==> config.mk <==
export PLATFORM = sky130hd
export DESIGN_NAME = mips_instr_loader
export DESIGN_NICKNAME = d
export VERILOG_FILES = /design/src/rtl/mips_instr_loader_pkg.sv /design/src/rtl/mips_instr_loader_encoder.sv /design/src/rtl/mips_instr_loader.sv
export SDC_FILE = /design/constraint.sdc
export NUM_CORES = 1
export LEC_CHECK = 0
export ABC_AREA = 1
export CAP_MARGIN = 20
export CORE_ASPECT_RATIO = 1.4
export CORE_MARGIN = 1
export CORE_UTILIZATION = 43
export CTS_BUF_LIST = sky130_fd_sc_hd__clkbuf_8
export DETAILED_ROUTE_END_ITERATION = 12
export HOLD_SLACK_MARGIN = 0.03
export MAX_ROUTING_LAYER = met4
export PLACE_DENSITY = 0.88
export SETUP_SLACK_MARGIN = 0.4
export SYNTH_ARGS = -nofsm -noshare
export SYNTH_HDL_FRONTEND = slang
export SYNTH_SLANG_ARGS = --single-unit
==> constraint.sdc <==
create_clock -name clk -period 3 [get_ports clk]
set_input_delay 0.3 -clock clk [delete_from_list [all_inputs] [get_ports clk]]
set_output_delay 0.3 -clock clk [all_outputs]
set_load 0.02 [all_outputs]
==> src/rtl/mips_instr_loader_pkg.sv <==
// Shared opcode, record-kind and FSM-state definitions for the instruction loader.
// The opcode constants are the same ones the CPU's main decoder uses.
package mips_instr_loader_pkg;

  localparam logic [5:0] OP_RTYPE = 6'b000000;
  localparam logic [5:0] OP_LW    = 6'b100011;
  localparam logic [5:0] OP_SW    = 6'b101011;
  localparam logic [5:0] OP_BEQ   = 6'b000100;
  localparam logic [5:0] OP_ADDI  = 6'b001000;
  localparam logic [5:0] OP_J     = 6'b000010;

  typedef enum logic [2:0] {
    KIND_R    = 3'd0,
    KIND_LW   = 3'd1,
    KIND_SW   = 3'd2,
    KIND_BEQ  = 3'd3,
    KIND_ADDI = 3'd4,
    KIND_J    = 3'd5
  } kind_e;

  typedef enum logic [1:0] {
    ST_LOAD = 2'd0,
    ST_DONE = 2'd1,
    ST_ERR  = 2'd2
  } state_e;

endpackage

==> src/rtl/mips_instr_loader_encoder.sv <==
// Combinational formatter: turns one instruction record into a 32-bit MIPS word.
// Kinds 6 and 7 produce a zero word and raise o_illegal.
module instr_field_encoder
  import mips_instr_loader_pkg::*;
(
  input  logic [2:0]  i_kind,
  input  logic [4:0]  i_rs,
  input  logic [4:0]  i_rt,
  input  logic [4:0]  i_rd,
  input  logic [5:0]  i_funct,
  input  logic [15:0] i_imm,
  input  logic [25:0] i_target,
  output logic [31:0] o_word,
  output logic        o_illegal
);

  always_comb begin
    o_word    = 32'h0000_0000;
    o_illegal = 1'b0;
    case (i_kind)
      KIND_R:    o_word = {OP_RTYPE, i_rs, i_rt, i_rd, 5'b00000, i_funct};
      KIND_LW:   o_word = {OP_LW,    i_rs, i_rt, i_imm};
      KIND_SW:   o_word = {OP_SW,    i_rs, i_rt, i_imm};
      KIND_BEQ:  o_word = {OP_BEQ,   i_rs, i_rt, i_imm};
      KIND_ADDI: o_word = {OP_ADDI,  i_rs, i_rt, i_imm};
      KIND_J:    o_word = {OP_J,     i_target};
      default:   o_illegal = 1'b1;
    endcase
  end

endmodule

==> src/rtl/mips_instr_loader.sv <==
// Streams instruction records into instruction memory and holds the CPU in reset
// until the program is loaded.
//   state   | meaning
//   ST_LOAD | accepting records, CPU held
//   ST_DONE | program loaded, CPU released
//   ST_ERR  | illegal record seen, CPU held
module mips_instr_loader
  import mips_instr_loader_pkg::*;
#(
  parameter logic [31:0] BASE_ADDR = 32'h0000_0000,
  parameter int          DEPTH     = 64
) (
  input  logic        clk,
  input  logic        reset,
  input  logic        in_valid,
  output logic        in_ready,
  input  logic [2:0]  in_kind,
  input  logic [4:0]  in_rs,
  input  logic [4:0]  in_rt,
  input  logic [4:0]  in_rd,
  input  logic [5:0]  in_funct,
  input  logic [15:0] in_imm,
  input  logic [25:0] in_target,
  input  logic        in_last,
  input  logic        restart,
  output logic        imem_we,
  output logic [31:0] imem_addr,
  output logic [31:0] imem_wdata,
  output logic        cpu_hold,
  output logic        load_done,
  output logic        load_err,
  output logic [10:0] word_count
);

  localparam logic [10:0] LAST_IDX = 11'(DEPTH - 1);

  state_e      r_state;
  logic        r_we;
  logic [31:0] r_addr;
  logic [31:0] r_wdata;
  logic        r_hold;
  logic        r_done;
  logic        r_err;
  logic [10:0] r_count;

  logic [31:0] w_word;
  logic        w_illegal;
  logic        w_accept;

  instr_field_encoder u_enc (
    .i_kind    (in_kind),
    .i_rs      (in_rs),
    .i_rt      (in_rt),
    .i_rd      (in_rd),
    .i_funct   (in_funct),
    .i_imm     (in_imm),
    .i_target  (in_target),
    .o_word    (w_word),
    .o_illegal (w_illegal)
  );

  assign in_ready = (r_state == ST_LOAD);
  assign w_accept = in_valid && in_ready;

  always_ff @(posedge clk) begin
    if (reset) begin
      r_state <= ST_LOAD;
      r_we    <= 1'b0;
      r_addr  <= BASE_ADDR;
      r_wdata <= 32'h0000_0000;
      r_hold  <= 1'b1;
      r_done  <= 1'b0;
      r_err   <= 1'b0;
      r_count <= 11'd0;
    end else begin
      r_we <= 1'b0;
      case (r_state)
        ST_LOAD: begin
          if (w_accept) begin
            if (w_illegal) begin
              r_state <= ST_ERR;
              r_err   <= 1'b1;
            end else begin
              r_we    <= 1'b1;
              r_addr  <= BASE_ADDR + {19'd0, r_count, 2'b00};
              r_wdata <= w_word;
              r_count <= r_count + 11'd1;
              // The slot at DEPTH-1 closes the session even without in_last.
              if (in_last || (r_count == LAST_IDX)) begin
                r_state <= ST_DONE;
                r_done  <= 1'b1;
                r_hold  <= 1'b0;
              end
            end
          end
        end
        ST_DONE, ST_ERR: begin
          if (restart) begin
            r_state <= ST_LOAD;
            r_count <= 11'd0;
            r_hold  <= 1'b1;
            r_done  <= 1'b0;
            r_err   <= 1'b0;
          end
        end
        default: r_state <= ST_LOAD;
      endcase
    end
  end

  assign imem_we    = r_we;
  assign imem_addr  = r_addr;
  assign imem_wdata = r_wdata;
  assign cpu_hold   = r_hold;
  assign load_done  = r_done;
  assign load_err   = r_err;
  assign word_count = r_count;

endmodule

# Yosys cells after proc, flatten, opt, wreduce, memory -nomap -nowiden

Cells that the tools add are included.

Latch bits: 0
Bits in registers: 60
RAM bits: 0
Bits in read-only memories: 0
Memories: 0
Logic and storage cells: 62

Bitwise operators: 2
Multipliers: 0
Div/mod/pow operators: 0
Equal/unequal tests: 14
Shifts and indexed selects: 0
Order comparisons: 0
Multiplexer cells: 24
Reduce and logical (&&, ||, !) cells: 13
Add/sub/neg operators: 1

Operator list:

| operator              | number |
|---|---|
| $pmux 32 s6           | 1 |
| $mux 11               | 3 |
| $pmux 11 s2           | 1 |
| $add 11x1->11 const B | 1 |
| $eq 11x6->1 const B   | 1 |
| $mux 1                | 11 |
| $mux 2                | 4 |
| $reduce_and 4->1      | 2 |
| $eq 3x2->1 const B    | 2 |
| $eq 3x3->1 const B    | 2 |
| $ne 2x2->1 const B    | 3 |
| $pmux 1 s2            | 3 |
| $reduce_and 3->1      | 2 |
| $reduce_or 6->1       | 1 |
| $reduce_and 5->1      | 1 |
| $ne 2x1->1 const B    | 2 |
| $pmux 2 s2            | 1 |
| $eq 3x1->1 const B    | 1 |
| $logic_not 3->1       | 1 |
| $ne 3x2->1 const B    | 1 |
| $reduce_or 3->1       | 1 |
| $eq 2x1->1 const B    | 1 |
| $eq 2x2->1 const B    | 1 |
| $logic_not 2->1       | 1 |
| other kinds (5)       | 6 |

# Logic depth before layout (Yosys ltp)

Depth after elaboration: 6
Gate-level depth with buffers: 9
Depth with buffers taken out: 9

# Modules after synthesis

A second synthesis with hierarchy kept.

Cells, all modules: 480
Area, all modules: 3,244.4 µm²

Modules (own cells, without submodules):

| module              | times used | area each (µm²) | cells each |
|---|---|---|---|
| mips_instr_loader   | 1          | 2,621.3         | 340 |
| instr_field_encoder | 1          | 623.1           | 140 |

# Worst setup path before layout

No wires, ideal clock.

Kind: register to register
From: reg r_state[0]
To: reg r_count[3], in the netlist word_count[3]
Cell stages (with the launch flop): 10
Library setup time: 119 ps
Clock period less this slack: 1,526 ps
Path slack: 1,474 ps
Arrival time: 1,407 ps
Cell sequence: dfxtp_1 -> inv_1 -> ha_1 -> or2_1 -> nand2_2 -> nor2_4 -> buf_6 -> nand2_1 -> o21ai_1 -> a21oi_1

Longest elaborated chain between the ends: 4

Ends and longest elaborated chain:

| what                              | line                    | source |
|---|---|---|
| start: declaration                | mips_instr_loader.sv:37 | `state_e r_state;` |
| start signal: assignment          | mips_instr_loader.sv:67 | `r_state <= ST_LOAD;` |
| start signal: assignment          | mips_instr_loader.sv:81 | `r_state <= ST_ERR;` |
| start signal: assignment          | mips_instr_loader.sv:90 | `r_state <= ST_DONE;` |
| $logic_not 2->1 (*)               | mips_instr_loader.sv:62 | `assign in_ready = (r_state == ST_LOAD);` |
| via in_ready                      | mips_instr_loader.sv:16 | `output logic in_ready,` |
| $logic_and 1x1->1                 | mips_instr_loader.sv:63 | `assign w_accept = in_valid && in_ready;` |
| $ne 2x1->1 (no source line)       | n/a                     |  |
| $reduce_and 4->1 (no source line) | n/a                     |  |
| end signal: assignment            | mips_instr_loader.sv:87 | `r_count <= r_count + 11'd1;` |
| end: declaration                  | mips_instr_loader.sv:44 | `logic [10:0] r_count;` |

The timed path passes the listed nets; every way through them passes the cells marked *.
A chain may end at the register's enable or synchronous reset.

# Worst setup path in the final report

From: reg r_state[0]
To: out in_ready

Longest elaborated chain between the ends: 1

Ends and longest elaborated chain:

| what             | line |
|---|---|
| $logic_not 2->1  | mips_instr_loader.sv:62 |
| end: declaration | mips_instr_loader.sv:16 |

Every way passes these cells.

==> results.md <==
Setup path:
- The worst path required time is 2.70 ns.
- The critical path arrival is 1.64 ns.
- The worst path buffer plus inverter count is 2.
- The delay of the slowest cell on the worst path is 0.66 ns.
- The largest individual stage delay along the critical path comes from the cell sky130_fd_sc_hd__clkdlybuf4s50_1.
- The startpoint-to-endpoint class of the critical path is reg -> out.
- The cell class contributing the biggest share of worst-path delay is buffers and inverters.
- The signal on the critical path passes through inv_1 -> ha_1 -> clkdlybuf4s50_1.
- Along the worst path, the maximum fanout reaches 6.
- The endpoint kind of the worst setup timing path is a primary output.
- The worst setup path is launched from a flop.

Route:
- The pre-antenna-repair detailed-routing pass consisted of 4 iterations.
- The initial detailed-routing violation count is 254.
- The detail-routed net length per standard cell is 13.7 um.
- After detailed routing, the number of remaining DRC violations is 0.
- The routed via count divided by cell count is 5.19.
- The final layout contains routed wiring with a total length of 7810 um.
- The remaining antenna violation count is 0.
- The total number of vias is 2965.

Yosys:
- Dividing the synthesized area by the synthesized cell count gives 7.39 sq um.
- Yosys printed 0 warnings.
- After synthesis the cells add up to 0.00275 sq mm.
- The sequential fraction of the synthesis area is 42.3%.
- In the post-synthesis netlist, the cell with the most instances is sky130_fd_sc_hd__nand2_1.
- Ranked by total cell area, the synthesized netlist is headed by sky130_fd_sc_hd__dfxtp_1, sky130_fd_sc_hd__nand2_1, sky130_fd_sc_hd__o21ai_0, sky130_fd_sc_hd__buf_4, sky130_fd_sc_hd__a21oi_1.
- The main flop type after synthesis is sky130_fd_sc_hd__dfxtp_1.
- The number of flops mapped to enable cells by yosys is 0.
- By count the netlist is led by sky130_fd_sc_hd__nand2_1, sky130_fd_sc_hd__dfxtp_1, sky130_fd_sc_hd__o21ai_0.
- Of all cell types, the one taking the most synthesized area is sky130_fd_sc_hd__dfxtp_1.
- The async set or reset register ratio after synthesis is 0%.
- Synthesis inferred 58 register bits.
- The post-synthesis cell count is 372.
- The synthesized design devotes to its leading area cell type 42.3% of total area.
- Synthesis instantiated 25 different standard cells from the library.

GRT:
- The number of global-route vias before repair was 2650.
- The first global-routing pass estimated 12300 um of wire.
- Entering global routing, the biggest net connects 46 pins.
- Global routing finished with a remaining overflow of 0.
- The initial antenna violation count is 0.
- Across every metal layer, demand over resource in global routing totals 24.1%.

Finish:
- Summing all non-filler instances in the final layout gives an area of 0.00420 sq mm.
- The relative area change from synthesis to final layout is 52.9%.
- The final layout net count is 567.
- The multi-input logic area is 0.00129 sq mm.
- The antenna cell count is 0.
- In the final layout, flip-flops and latches occupy 0.00116 sq mm.
- The ratio of cells with drive above 1 in the final layout is 6.01%.
- The filler cells instantiated in the layout total 524.

Clock tree:
- After clock tree synthesis, the clock-pin slew on the worst setup and hold paths is 0.06 ns.
- The longest clock path from root to sink contains 2 buffers.
- The number of cells upsized or downsized after cts is 0.
- Clock tree synthesis inserted a total of 9 buffers.
- The number of hold-repair buffers added at the cts stage is 0.
- The total number of clock tree sinks is 58.
- The number of setup buffers added after CTS is 0.
- The clock root buffer is sky130_fd_sc_hd__clkbuf_8.
- TritonCTS built the clock tree.
- The source-to-sink clock delay at the later pin of the worst-skew pair is 0.34 ns.
- The H-tree was split into 3 levels.

Timing:
- Setup repair after global routing left no endpoint under its margin.
- For this run, the top clock speed supported by timing is 515 MHz.
- The tightest hold path in the finished design has a slack of 0.463 ns.
- The final critical-path required period is 1.94 ns.
- The worst clock skew is 0.0113 ns.
- The setup TNS is 0 ns.
- The count of endpoints failing hold in the final timing report is 0.
- The worst slew slack as a fraction of its limit is 53.3%.
- The transition time at the pin with the least slew margin is 0.698 ns.
- The final setup violation count is 0.
- The share of the clock period used by the worst path is 64.7%.
- The number of max-slew violations in the final report is 0.

Power and ir drop:
- The total leakage power is 1.63 nW.
- For this design the ratio of total power to cell area is 605 mW/mm^2.
- The worst-case IR drop observed on VDD is 441 uV.

Floorplanning:
- The width of the die is 69.6 um.
- The core region area is 0.00621 sq mm.
- The die outline area is 0.00672 sq mm.
- The starting density of the core is 44.2%.
- The die extent in y is 96.6 um.
- The count of pins on the block boundary is 151.
- The number of placement rows is 34.

Place:
- Detailed placement ended at an HPWL of 5620 um.
- In this run the tool buffered the top-level ports with 128 buffer cells.
- The placed instances occupy a cell area of 0.00395 sq mm.
- The routability congestion estimate from global placement is 0.883.

Run status:
- The run finished with clean final reports.

Job:
- The tool flagged a number of max-cap violations equal to 0.

Worst hold path:
- The min-delay analysis places its worst path in the category reg -> reg.
## tightest hold or removal path: cells and delay by family (launching register included)
family | cells | cell delay (ns)
flops | 1 | 0.31
simple gates | 1 | 0.06
compound gates | 1 | 0.05
## power by group
group | total [mW] | internal, mW | switching (mW) | leakage (nW)
clock network | 0.902 | 0.594 | 0.307 | 0.129
registers | 0.913 | 0.861 | 0.0521 | 0.476
logic | 0.728 | 0.323 | 0.405 | 1.02
total | 2.54 | 1.78 | 0.765 | 1.63
## routing by layer
metal  GRT usage, %  wire length (um)
met5              -                 0
met4           9.86               128
met3           5.91               495
met2           44.4              4330
met1           24.6              2860
## metrics by stage
| stage | std cells | worst slack [ns] | power, mW | utilization, % |
|---|---|---|---|---|
| after global placement | 555 | 1.04 | 1.63 | 63.6 |
| after floorplan | 393 | 1.47 | 1.35 | - |
| after CTS | 571 | 1.04 | 2.55 | 67.6 |
| after global routing | 571 | 0.973 | 2.66 | 67.6 |
| final | 571 | 1.06 | 2.54 | 67.6 |
| after detailed placement | 555 | 1.00 | 1.65 | 63.6 |
## final cells by class
| cell class | instances | share of cell area (%) |
|---|---|---|
| Inverter | 27 | 2.41 |
| Clock buffer | 11 | 3.60 |
| Clock inverter | 5 | 2.38 |
| Multi-Input combinational cell | 267 | 30.8 |
| Sequential cell | 58 | 27.6 |
| Tap cell | 72 | 2.14 |
| Timing Repair Buffer | 131 | 31.0 |
## cells in the final DEF, fill, tap and decap left out
master,n
sky130_fd_sc_hd__o21ai_4,1
sky130_fd_sc_hd__nand2_2,4
sky130_fd_sc_hd__inv_2,3
sky130_fd_sc_hd__nor2_4,3
sky130_fd_sc_hd__or2_1,1
sky130_fd_sc_hd__clkinv_2,2
sky130_fd_sc_hd__conb_1,22
sky130_fd_sc_hd__bufinv_16,3
sky130_fd_sc_hd__o21ai_0,41
sky130_fd_sc_hd__a41oi_1,11
sky130_fd_sc_hd__a311oi_1,2
sky130_fd_sc_hd__buf_4,3
sky130_fd_sc_hd__ha_1,2
sky130_fd_sc_hd__clkbuf_8,11
sky130_fd_sc_hd__o21a_1,1
sky130_fd_sc_hd__a21oi_1,22
sky130_fd_sc_hd__dfxtp_1,58
sky130_fd_sc_hd__nand3_1,15
sky130_fd_sc_hd__nand4_1,3
sky130_fd_sc_hd__inv_1,24
sky130_fd_sc_hd__clkdlybuf4s50_1,128
sky130_fd_sc_hd__nand2_1,96
sky130_fd_sc_hd__a31oi_1,16
sky130_fd_sc_hd__o21ai_1,4
sky130_fd_sc_hd__nor3_1,5
sky130_fd_sc_hd__nor2_1,18
## kinds of logic after synthesis
kind of cell / count (synthesis) / share of synthesized area (%)
AOI/OAI and AO/OA: 98 / 20.9
buffers and inverters: 68 / 13.6
and+or+nand+nor: 145 / 22.3
adders and majority gates: 2 / 0.911
other: 1 / 0.136
DFF: 58 / 42.3
## sequential cells by signal (all words and copies together), names as in the netlist
| register | count |
|---|---|
| imem_wdata | 30 |
| r_state | 2 |
| load_done | 1 |
| load_err | 1 |
| imem_we | 1 |
| word_count | 11 |
| cpu_hold | 1 |
| imem_addr | 11 |
## path summary, 6_finish.rpt
kind / start / to / slack, ns / cells after the start
worst max-delay path: r_state[0] / in_ready / 1.06 / 3
worst min-delay path: r_state[1] / r_state[1] / 0.46 / 2
worst max register to register: r_state[0] / word_count[3] / 1.17 / 8
worst min register to register: r_state[1] / r_state[1] / 0.46 / 2
No activity file was read; power rests on OpenSTA's default activity.
